<file path="config.mk">
export PLATFORM = sky130hd
export DESIGN_NAME = rr_enc8to3_arbiter
export DESIGN_NICKNAME = d
export VERILOG_FILES = /design/src/rtl/rr_enc8to3_arbiter.sv
export SDC_FILE = /design/constraint.sdc
export NUM_CORES = 1
export LEC_CHECK = 0
export ABC_AREA = 0
export CORE_MARGIN = 5
export CORE_UTILIZATION = 45
export CTS_CLUSTER_DIAMETER = 30
export DETAILED_ROUTE_END_ITERATION = 8
export DONT_BUFFER_PORTS = 1
export PLACE_DENSITY = 0.63
export SLEW_MARGIN = 40
export SYNTH_ARGS = -nofsm -noshare
export SYNTH_HDL_FRONTEND = slang
export SYNTH_SLANG_ARGS = --single-unit
</file>
<file path="constraint.sdc">
create_clock -name clk -period 6.65 [get_ports clk]
set_input_delay 0 -clock clk [delete_from_list [all_inputs] [get_ports clk]]
set_output_delay 0 -clock clk [all_outputs]
set_load 0.02 [all_outputs]
</file>
<file path="src/rtl/rr_enc8to3_arbiter.sv">
// Round-robin arbiter for 8 requesters: encodes the winner to a 3-bit address, holds the
// grant until done, request drop or hold limit, then rotates priority past the winner.
module rr_enc8to3_arbiter #(
    parameter int unsigned HOLD_MAX = 16,
    parameter int unsigned CNT_W    = 5
) (
    input  logic       clk,
    input  logic       rst_n,
    input  logic [7:0] req,
    input  logic       done,
    output logic       grant_valid,
    output logic [2:0] grant_addr,
    output logic [7:0] grant_onehot,
    output logic       timeout
);

    typedef enum logic [0:0] {StIdle, StGrant} state_e;

    localparam bit          has_limit = (HOLD_MAX != 0);
    localparam int unsigned limit_int = has_limit ? HOLD_MAX - 1 : 0;
    localparam int unsigned sat_int   = has_limit ? HOLD_MAX : (2 ** CNT_W) - 1;

    localparam logic [CNT_W-1:0] limit_cnt = CNT_W'(limit_int);
    localparam logic [CNT_W-1:0] sat_cnt   = CNT_W'(sat_int);

    state_e           state_q, state_d;
    logic [2:0]       ptr_q, ptr_d;
    logic [CNT_W-1:0] cnt_q, cnt_d;
    logic [2:0]       addr_q, addr_d;
    logic             valid_q, valid_d;
    logic [7:0]       onehot_q, onehot_d;
    logic             timeout_q, timeout_d;

    logic       found;
    logic [2:0] sel;
    logic [2:0] idx;
    logic       at_limit;

    // Walk the search order backwards so the entry closest to ptr is the last one kept.
    always_comb begin
        found = 1'b0;
        sel   = ptr_q;
        idx   = '0;
        for (int i = 7; i >= 0; i--) begin
            idx = ptr_q + 3'(i);
            if (req[idx]) begin
                found = 1'b1;
                sel   = idx;
            end
        end
    end

    assign at_limit = has_limit && (cnt_q == limit_cnt);

    always_comb begin
        state_d   = state_q;
        ptr_d     = ptr_q;
        cnt_d     = cnt_q;
        addr_d    = addr_q;
        valid_d   = valid_q;
        onehot_d  = onehot_q;
        timeout_d = 1'b0;
        unique case (state_q)
            StIdle: begin
                if (found) begin
                    addr_d   = sel;
                    onehot_d = 8'b1 << sel;
                    valid_d  = 1'b1;
                    cnt_d    = '0;
                    state_d  = StGrant;
                end
            end
            StGrant: begin
                if (done || !req[addr_q] || at_limit) begin
                    valid_d   = 1'b0;
                    onehot_d  = '0;
                    ptr_d     = addr_q + 3'd1;
                    state_d   = StIdle;
                    // Only a purely forced release is flagged; done wins on the limit cycle.
                    timeout_d = at_limit && !done && req[addr_q];
                end else if (cnt_q != sat_cnt) begin
                    cnt_d = cnt_q + 1'b1;
                end
            end
            default: state_d = StIdle;
        endcase
    end

    always_ff @(posedge clk) begin
        if (!rst_n) begin
            state_q   <= StIdle;
            ptr_q     <= '0;
            cnt_q     <= '0;
            addr_q    <= '0;
            valid_q   <= 1'b0;
            onehot_q  <= '0;
            timeout_q <= 1'b0;
        end else begin
            state_q   <= state_d;
            ptr_q     <= ptr_d;
            cnt_q     <= cnt_d;
            addr_q    <= addr_d;
            valid_q   <= valid_d;
            onehot_q  <= onehot_d;
            timeout_q <= timeout_d;
        end
    end

    assign grant_valid  = valid_q;
    assign grant_addr   = addr_q;
    assign grant_onehot = onehot_q;
    assign timeout      = timeout_q;

endmodule

</file>
==> flow_metrics.env, run 1 <==
export IMPL_grtUsageTotal=0.170
export IMPL_ys_types=60
export IMPL_synth_edf_count=0
export IMPL_swShare=0.423
export IMPL_nNetsFinal=243
export IMPL_synth_flop_cell="dfxtp_1"
export IMPL_status="completed"
export IMPL_synth_top_family_by_area="multiplexers"
export IMPL_hold_start="req[6]"
export IMPL_wl_per_cell_um=18.3
export IMPL_setup_violations=0
export IMPL_clock_sinks=22
export IMPL_grt_pass1_vias=1661
export IMPL_ios=24
export IMPL_synth_top_area_frac=0.203
export IMPL_synth_xor_area_frac=0.0202
export IMPL_fin_area_um2=2240
export IMPL_initial_core_util=0.461
export IMPL_pwr_density_cell_nw_per_um2=311
export IMPL_antenna_left=0
export IMPL_dp_hpwl_um=3890
export IMPL_area_growth_pct=3.41
export IMPL_whs_endpoint="state_q"
export IMPL_hp_class="in -> reg"
export IMPL_slew_headroom=0.530
export IMPL_hold_violations=0
export IMPL_cts_buffer_depth=2
export IMPL_drt_iter0_drc=93
export IMPL_setup_tns_final_ns=0
export IMPL_die_h_um=79.4
export IMPL_cts_tree="done"
export IMPL_dpl_instance_area_um2=2150
export IMPL_num_vias=1791
export IMPL_internal_power_mw=0.401
export IMPL_antenna_cells=0
export IMPL_synthTopCellsByCount="dfxtp_1, inv_1, mux2i_1, mux4_2, nor2_1"
export IMPL_grt_max_degree=33
export IMPL_synth_top_area_cell="dfxtp_1"
export IMPL_synth_most_common_cell="dfxtp_1"
export IMPL_synth_compound_area_share=0.217
export IMPL_fin_util=0.477
export IMPL_cp_start_kind="flip-flop"
export IMPL_grt_pass1_wl_um=8520
export IMPL_antenna_found_initial=0
export IMPL_p_leak_nw=0.780
export IMPL_timing_hold_ws_ns=0.309
export IMPL_clkTransAtPathRegs_ns=0.08
export IMPL_crit_type="reg -> reg"
export IMPL_pwr_share_seq=0.290
export IMPL_irDropWorstVdd_uv=154
export IMPL_row_count=25
export IMPL_skew_ns=0.00852
export IMPL_synth_seq_cells=22
export IMPL_power_mw=0.696
export IMPL_gp_congestion=0.922
export IMPL_crit_required_ns=6.84
export IMPL_insertion_delay_ns=0.26
export IMPL_hold_depth=3
export IMPL_synth_seq_area_share=0.203
export IMPL_r2r_end="grant_onehot[5]"
export IMPL_maxSlewViolCount=0
export IMPL_num_fill_cells=459
export IMPL_r2r_start="ptr_q[1]"
export IMPL_die_x_um=79.4
export IMPL_syn_area_um2=2160
export IMPL_r2r_slack_ns=2.57
export IMPL_fmax_mhz=245
export IMPL_synth_cells=235
export IMPL_multi_input_area_um2=1550
export IMPL_maxCapViolCount=0
export IMPL_drtPass1Iterations=4
export IMPL_synth_async_reset_ratio=0
export IMPL_cts_root_buf="clkbuf_8"
export IMPL_crit_arrival_ns=4.27
export IMPL_synthAdderAreaFrac=0.0347
export IMPL_crit_path_end_kind="flip-flop"
export IMPL_switchingPower_mw=0.294
export IMPL_coreArea_um2=4690
export IMPL_grt_setup_unrepaired="false"
export IMPL_crit_path_max_fanout=15
export IMPL_yosysWarnings=0
export IMPL_syn_avg_cell_area_um2=9.21
export IMPL_power_frac_comb=0.533
export IMPL_worst_pin_slew_ns=0.705
export IMPL_post_route_min_period_ns=4.08
export IMPL_grt_overflow_total=0
export IMPL_drive_gt1_frac=0.187
export IMPL_routed_via_density=6.42
export IMPL_post_cts_buffers=0
export IMPL_cts_buffers=3
export IMPL_fin_crit_sh=0.613
export IMPL_synth_nets=252
export IMPL_register_area_um2=440
export IMPL_drc=0
export IMPL_drt_total_wl_um=5110
export IMPL_r2r_cells=9
export IMPL_synthSimpleGateAreaFrac=0.142
export IMPL_muxShareOfSynthArea=0.302
export IMPL_h_tree_depth=1
export IMPL_die_area_um2=6300
export IMPL_pwr_share_clk=0.177
export IMPL_io_buffers=0
export IMPL_synth_top_cells_by_area="dfxtp_1, mux4_2, mux2i_1"
metrics by stage:
stage / worst slack, ns / cells
after global placement: 2.74 / 273
after global routing: 2.27 / 279
after CTS: 2.59 / 279
after detailed placement: 2.60 / 273
after floorplan: 3.32 / 235
final: 2.57 / 279
logic make-up after synthesis:
| family | after synthesis |
|---|---|
| buf+inv | 39 |
| flops | 22 |
| compound gates | 59 |
| fa+ha+maj | 6 |
| mux | 44 |
| simple gates | 60 |
| xor+xnor | 5 |
cell type report:
class | instances | area share
well taps | 54 | 0.0302
repair buffers | 3 | 0.0123
clock buffers | 3 | 0.0184
clock inverters | 1 | 0.0134
flip-flops and latches | 22 | 0.197
inverters | 22 | 0.0369
multi-input cells | 174 | 0.692
power groups by stage:
stage	registers [mW]	clock network [mW]	logic [mW]
after floorplan	0.189	0	0.326
after global routing	0.208	0.135	0.404
after global placement	0.205	0	0.364
after CTS	0.203	0.128	0.368
after detailed placement	0.206	0	0.366
final	0.202	0.123	0.371
placed cells by master, fill, tap and decap left out, drive strengths merged, types with 3 or more instances in the layout:
master and instances:
a211oi 4, inv 20, a22oi 3, dfxtp 22
ha 6, o21ai 6, mux2i 18, o32ai 4
a21oi 12, mux2 10, nand2 14, mux4 16
o211ai 3, o22ai 4, nor2 15, nand3 6
clkbuf 3, xnor2 3, nor3 8, or3 4
state kept, by name (all words and copies together) (netlist names):
signal	cells
state_q	1
cnt_q	5
grant_valid	1
ptr_q	3
grant_addr	3
grant_onehot	8
timeout	1
timing repair:
item | in CTS | in global routing
hold buffers | 2 | 0
resized for setup | 0 | 0
endpoints found under the hold margin | 13 | 0
per-layer routing:
metal / wire (um) / up-vias / track usage
li1: - / 879 / -
met1: 2310 / 854 / 0.240
met2: 2430 / 54 / 0.258
met3: 348 / 4 / 0.0488
met4: 19 / 0 / 0.0344
met5: 0 / - / 0
critical path: stages, from the launching register on:
cell and delay [ns]:
dfxtp_1 0.74, inv_1 0.27, ha_1 0.74, mux2_2 0.44
nor3_1 0.32, a211oi_1 0.16, or4_4 0.62, o21bai_2 0.27
nand3_2 0.22, o22ai_1 0.22
worst max path at each step:
stage             start         endpoint  cells past startpoint
6_report       ptr_q[1]  grant_onehot[5]                      9
5_1_grt        ptr_q[1]  grant_onehot[7]                      9
4_1_cts        ptr_q[1]  grant_onehot[5]                      9
3_5_place_dp   ptr_q[1]  grant_onehot[5]                      9
3_3_place_gp   ptr_q[1]  grant_onehot[6]                      9
2_1_floorplan  ptr_q[1]         cnt_q[3]                     12
Power figures use the tool's default switching activity.
==> run 2: changes to the inputs <==
==> constraint.sdc (replaced) <==
create_clock -name clk -period 3.8 [get_ports clk]
set_input_delay 0 -clock clk [delete_from_list [all_inputs] [get_ports clk]]
set_output_delay 0 -clock clk [all_outputs]
set_load 0.02 [all_outputs]
==> run 2 against run 1 <==
Sequential power rose by 70%. Power up 71%. Routed wire length increased by 2.0%. Core utilization is 0.13 points higher. Clock skew down 0.0037 ns. Worst setup slack worse by 2.0 ns. Via count fell by 0.17%. Maximum frequency rose by 26%. Combinational power is 82% higher. Global-route usage is 0.77 points higher. First-iteration DRC count up 6.5%.
==> flow_metrics.env, run 2 (synthesis results as in run 1) <==
export IMPL_status="completed"
export IMPL_met1_usage=0.255
export IMPL_stdcell_count=282
export IMPL_clock_sinks=22
export IMPL_drtPass1Iterations=6
export IMPL_cpLargestDelayFamily="simple AND/OR/NAND/NOR gates"
export IMPL_hp_class="in -> reg"
export IMPL_placed_cells=276
export IMPL_drive_gt1_frac=0.197
export IMPL_cts_buffers=3
export IMPL_grt_max_degree=32
export IMPL_setup_ws_ns=0.571
export IMPL_post_cts_buffers=0
export IMPL_area_growth_pct=3.70
export IMPL_wl_per_cell_um=18.5
export IMPL_io_buffers=0
export IMPL_h_tree_depth=1
export IMPL_grt_use_met2=0.279
export IMPL_setup_tns_final_ns=0
export IMPL_crit_chain="inv_1 > ha_1 > buf_4 > mux4_2 > mux2_2 > or4_4 > o21bai_2 > nand3_2 > o22ai_1"
export IMPL_gp_congestion=0.865
export IMPL_cts_buffer_depth=2
export IMPL_cts_tree="done"
export IMPL_nNetsFinal=246
export IMPL_dp_hpwl_um=3950
export IMPL_row_count=25
export IMPL_crit_start="ptr_q[1]"
export IMPL_r2r_start="ptr_q[1]"
export IMPL_initial_core_util=0.461
export IMPL_die_area_um2=6300
export IMPL_die_x_um=79.4
export IMPL_hold_violations=0
export IMPL_skew_ns=0.00477
export IMPL_clkTransAtPathRegs_ns=0.08
export IMPL_slowest_delay_ns=0.57
export IMPL_crit_path_end_kind="flip-flop"
export IMPL_fin_crit_sh=0.850
export IMPL_layout_commonest_cell="dfxtp_1"
export IMPL_drc=0
export IMPL_slew_headroom=0.537
export IMPL_largest_reg_flops=8
export IMPL_worst_pin_slew_ns=0.694
export IMPL_routed_via_density=6.34
export IMPL_top_usage_layer="met2"
export IMPL_cts_root_buf="clkbuf_8"
export IMPL_met3_usage=0.0374
export IMPL_crit_type="reg -> reg"
export IMPL_num_vias=1788
export IMPL_cp_start_kind="flip-flop"
export IMPL_setup_violations=0
export IMPL_cp_slowest_cell="or4_4"
export IMPL_maxCapViolCount=0
export IMPL_antenna_left=0
export IMPL_fmax_mhz=310
export IMPL_hold_buffers=2
export IMPL_grt_setup_unrepaired="false"
export IMPL_hold_start="req[6]"
export IMPL_cts_resized=0
export IMPL_grt_pass1_wl_um=9020
export IMPL_irDropWorstVdd_uv=251
export IMPL_crit_buf_inv=2
export IMPL_crit_path_max_fanout=10
export IMPL_crit_arrival_ns=3.42
export IMPL_antenna_found_initial=0
export IMPL_maxSlewViolCount=0
export IMPL_die_h_um=79.4
export IMPL_grt_pass1_vias=1751
export IMPL_coreArea_um2=4690
export IMPL_antenna_cells=0
export IMPL_ios=24
export IMPL_crit_required_ns=3.99
export IMPL_grt_overflow_total=0
export IMPL_post_route_min_period_ns=3.23
export IMPL_drt_total_wl_um=5210
export IMPL_fin_util=0.478
export IMPL_pwr_density_cell_nw_per_um2=529
export IMPL_drt_iter0_drc=99
export IMPL_final_cell_mix="dfxtp_1, inv_1, mux2i_1"
export IMPL_grtUsageTotal=0.178
export IMPL_pre_cts_slack_ns=0.633
export IMPL_p_leak_nw=0.789
export IMPL_insertion_delay_ns=0.26
[run 2: changes by cell type in the layout (fill, tap and decap cells not counted), sizes merged]
cell    delta
bufinv     -1
buf        +3
clkbuf     +1
[run 2: path summary, 6_finish.rpt]
check / to / slack (ns) / cells after the start
setup / recovery: grant_onehot[7] / 0.57 / 9
hold reg to reg: cnt_q[3] / 0.51 / 2
hold / removal: state_q / 0.34 / 3
setup reg to reg: grant_onehot[7] / 0.57 / 9
[run 2: through the flow]
step	cell area, um^2	hold WS, ns	total power [mW]
after floorplan	2160	0.138	0.900
after global placement	2170	0.143	1.02
after detailed placement	2170	0.145	1.02
after CTS	2240	0.334	1.19
after global routing	2240	0.346	1.29
final	2240	0.339	1.19
[run 2: layout make-up]
cell class                      instances  area (um^2)
Inverter                               22         82.6
Multi-Input combinational cell        174         1550
Tap cell                               54         67.6
Fill cell                             449         2450
Sequential cell                        22          440
Timing Repair Buffer                    6         50.0
Clock buffer                            4         55.1
[run 2: worst register-to-register path, cell delays in order, from the launching register on]
cell,delay (ns)
dfxtp_1,0.35
inv_1,0.13
ha_1,0.45
buf_4,0.24
mux4_2,0.37
mux2_2,0.32
or4_4,0.57
o21bai_2,0.29
nand3_2,0.23
o22ai_1,0.21
[run 2: power by group]
part / internal [mW] / leakage, nW / total, mW / switching [mW]
combinational: 0.301 / 0.581 / 0.675 / 0.374
sequential: 0.266 / 0.180 / 0.343 / 0.0770
clock: 0.0924 / 0.0288 / 0.169 / 0.0761
total: 0.660 / 0.789 / 1.19 / 0.527
[run 2: per-layer routing]
| metal | up-vias | routed length (um) |
|---|---|---|
| li1 | 880 | - |
| met3 | 5 | 332 |
| met4 | 0 | 39 |
| met2 | 51 | 2390 |
| met1 | 852 | 2440 |
| met5 | - | 0 |
==> run 3: changes to the inputs <==
==> constraint.sdc (replaced) <==
create_clock -name clk -period 3 [get_ports clk]
set_input_delay 0 -clock clk [delete_from_list [all_inputs] [get_ports clk]]
set_output_delay 0 -clock clk [all_outputs]
set_load 0.02 [all_outputs]
==> run 3 against run 2 <==
Register-to-register slack worse by 0.47 ns. Sequential power rose by 26%. Clock power is 5% higher. Core utilization grew 4.5 points. Power increased by 40%. Cell count up 5.7%. Combinational power up 56%. Clock skew about the same. Maximum frequency increased by 11%. Non-clock buffer count grew 17. Critical path type unchanged. Critical endpoint is now cnt_q[2].
==> flow_metrics.env, run 3 (synthesis results as in run 1) <==
export IMPL_pwr_share_clk=0.107
export IMPL_wl_per_cell_um=19.1
export IMPL_nNetsFinal=263
export IMPL_post_route_min_period_ns=2.90
export IMPL_pwr_density_cell_nw_per_um2=674
export IMPL_grtUsageTotal=0.188
export IMPL_area_growth_pct=13.5
export IMPL_antenna_cells=0
export IMPL_fin_area_um2=2460
export IMPL_antenna_left=0
export IMPL_grt_pass1_vias=1915
export IMPL_die_x_um=79.4
export IMPL_power_frac_comb=0.632
export IMPL_crit_type="reg -> reg"
export IMPL_swShare=0.432
export IMPL_initial_core_util=0.461
export IMPL_die_h_um=79.4
export IMPL_fin_crit_sh=0.966
export IMPL_p_leak_nw=0.881
export IMPL_routed_via_density=6.39
export IMPL_io_buffers=0
export IMPL_final_cell_mix="dfxtp_1, buf_4, inv_1"
export IMPL_gp_congestion=0.873
export IMPL_layout_commonest_cell="dfxtp_1"
export IMPL_hp_class="in -> reg"
export IMPL_grt_setup_unrepaired="true"
export IMPL_drt_total_wl_um=5690
export IMPL_maxCapViolCount=0
export IMPL_clkTransAtPathRegs_ns=0.08
export IMPL_skew_ns=0.00443
export IMPL_row_count=25
export IMPL_cts_buffers=3
export IMPL_setup_ws_ns=0.102
export IMPL_placed_cells=289
export IMPL_cp_start_kind="flip-flop"
export IMPL_die_area_um2=6300
export IMPL_dp_hpwl_um=4110
export IMPL_coreArea_um2=4690
export IMPL_stdcell_count=298
export IMPL_maxSlewViolCount=0
export IMPL_crit_buf_inv=1
export IMPL_drc=0
export IMPL_slowest_delay_ns=0.61
export IMPL_drt_iter0_drc=134
export IMPL_drtPass1Iterations=5
export IMPL_switchingPower_mw=0.715
export IMPL_irDropWorstVdd_uv=394
export IMPL_cpLargestDelayFamily="simple AND/OR/NAND/NOR gates"
export IMPL_h_tree_depth=1
export IMPL_setup_violations=0
export IMPL_cp_slowest_cell="or4_4"
export IMPL_ios=24
export IMPL_grt_overflow_total=0
export IMPL_drive_gt1_frac=0.299
export IMPL_cts_buffer_depth=2
export IMPL_cts_tree="done"
export IMPL_grt_pass1_wl_um=9480
export IMPL_clock_sinks=22
export IMPL_crit_chain="inv_1 > ha_4 > mux2_2 > nor3_2 > a211oi_2 > or4_4 > o311ai_4 > or3_1 > a21oi_1"
export IMPL_crit_path_max_fanout=7
export IMPL_internal_power_mw=0.941
export IMPL_antenna_found_initial=0
export IMPL_setup_tns_final_ns=0
export IMPL_cts_root_buf="clkbuf_8"
export IMPL_worst_pin_slew_ns=0.501
export IMPL_fin_util=0.523
export IMPL_status="completed"
export IMPL_slew_headroom=0.665
export IMPL_dpl_instance_area_um2=2300
export IMPL_grt_max_degree=31
export IMPL_pwr_share_seq=0.261
export IMPL_fmax_mhz=345
export IMPL_insertion_delay_ns=0.26
export IMPL_crit_path_end_kind="flip-flop"
export IMPL_crit_arrival_ns=3.05
export IMPL_num_vias=1903
export IMPL_pre_cts_slack_ns=0.00337
export IMPL_largest_reg_flops=8
export IMPL_crit_required_ns=3.15
export IMPL_hold_violations=0
## run 3: cell types whose count changed in the layout (fill, tap and decap cells not counted), sizes merged
cell / previous run / this run
buf: 4 / 21
clkbuf: 4 / 3
## run 3: worst paths after layout
check	from	endpoint	slack (ns)	cells after the start
worst max-delay path	ptr_q[0]	cnt_q[2]	0.10	9
worst min-delay path	rst_n	grant_valid	0.008	2
worst max register to register	ptr_q[0]	cnt_q[2]	0.10	9
worst min register to register	cnt_q[3]	cnt_q[3]	0.51	2
## run 3: timing repair
| action | in CTS | in global routing |
|---|---|---|
| buffers inserted | 2 | 2 |
| endpoints found under the hold margin | 10 | 0 |
| endpoints found under the setup margin | 5 | 14 |
| pin swaps | 2 | 3 |
| hold buffers | 2 | 0 |
| resized for setup | 0 | 11 |
## run 3: power groups by stage
stage          clock [mW]  sequential, mW  combinational, mW
2_1_floorplan           0           0.418              0.754
3_3_place_gp            0           0.438              0.931
3_5_place_dp            0           0.438              0.937
4_1_cts             0.184           0.432              0.969
5_1_grt             0.200           0.439               1.14
6_report            0.178           0.431               1.05
## run 3: cell type report
type,instances,area (um^2)
fill,429,2240
multi-input combinational,174,1640
sequential,22,440
timing repair buffer,23,185
inverter,22,82.6
tap,54,67.6
clock buffer,3,41.3
## run 3: worst reg2reg max path, delay by kind of cell, from the launching register on
kind	cells	cell delay, ns
compound gates	3	0.57
fa+ha+maj	1	0.33
buf+inv	1	0.11
flops	1	0.38
mux	1	0.39
simple gates	3	1.01
## run 3: per-stage QoR
step	hold slack [ns]	power, mW
after global placement	0.145	1.37
after detailed placement	0.146	1.37
final	0.00794	1.66
after CTS	0.00920	1.58
after floorplan	0.138	1.17
after global routing	0.00832	1.78
## run 3: layer usage
layer / GRT usage / vias to the layer above / part of all wire
li1: - / 919 / -
met1: 0.251 / 910 / 0.43
met2: 0.310 / 70 / 0.50
met3: 0.0408 / 4 / 0.070
met4: 0.0412 / 0 / 0.0058
met5: 0 / - / 0
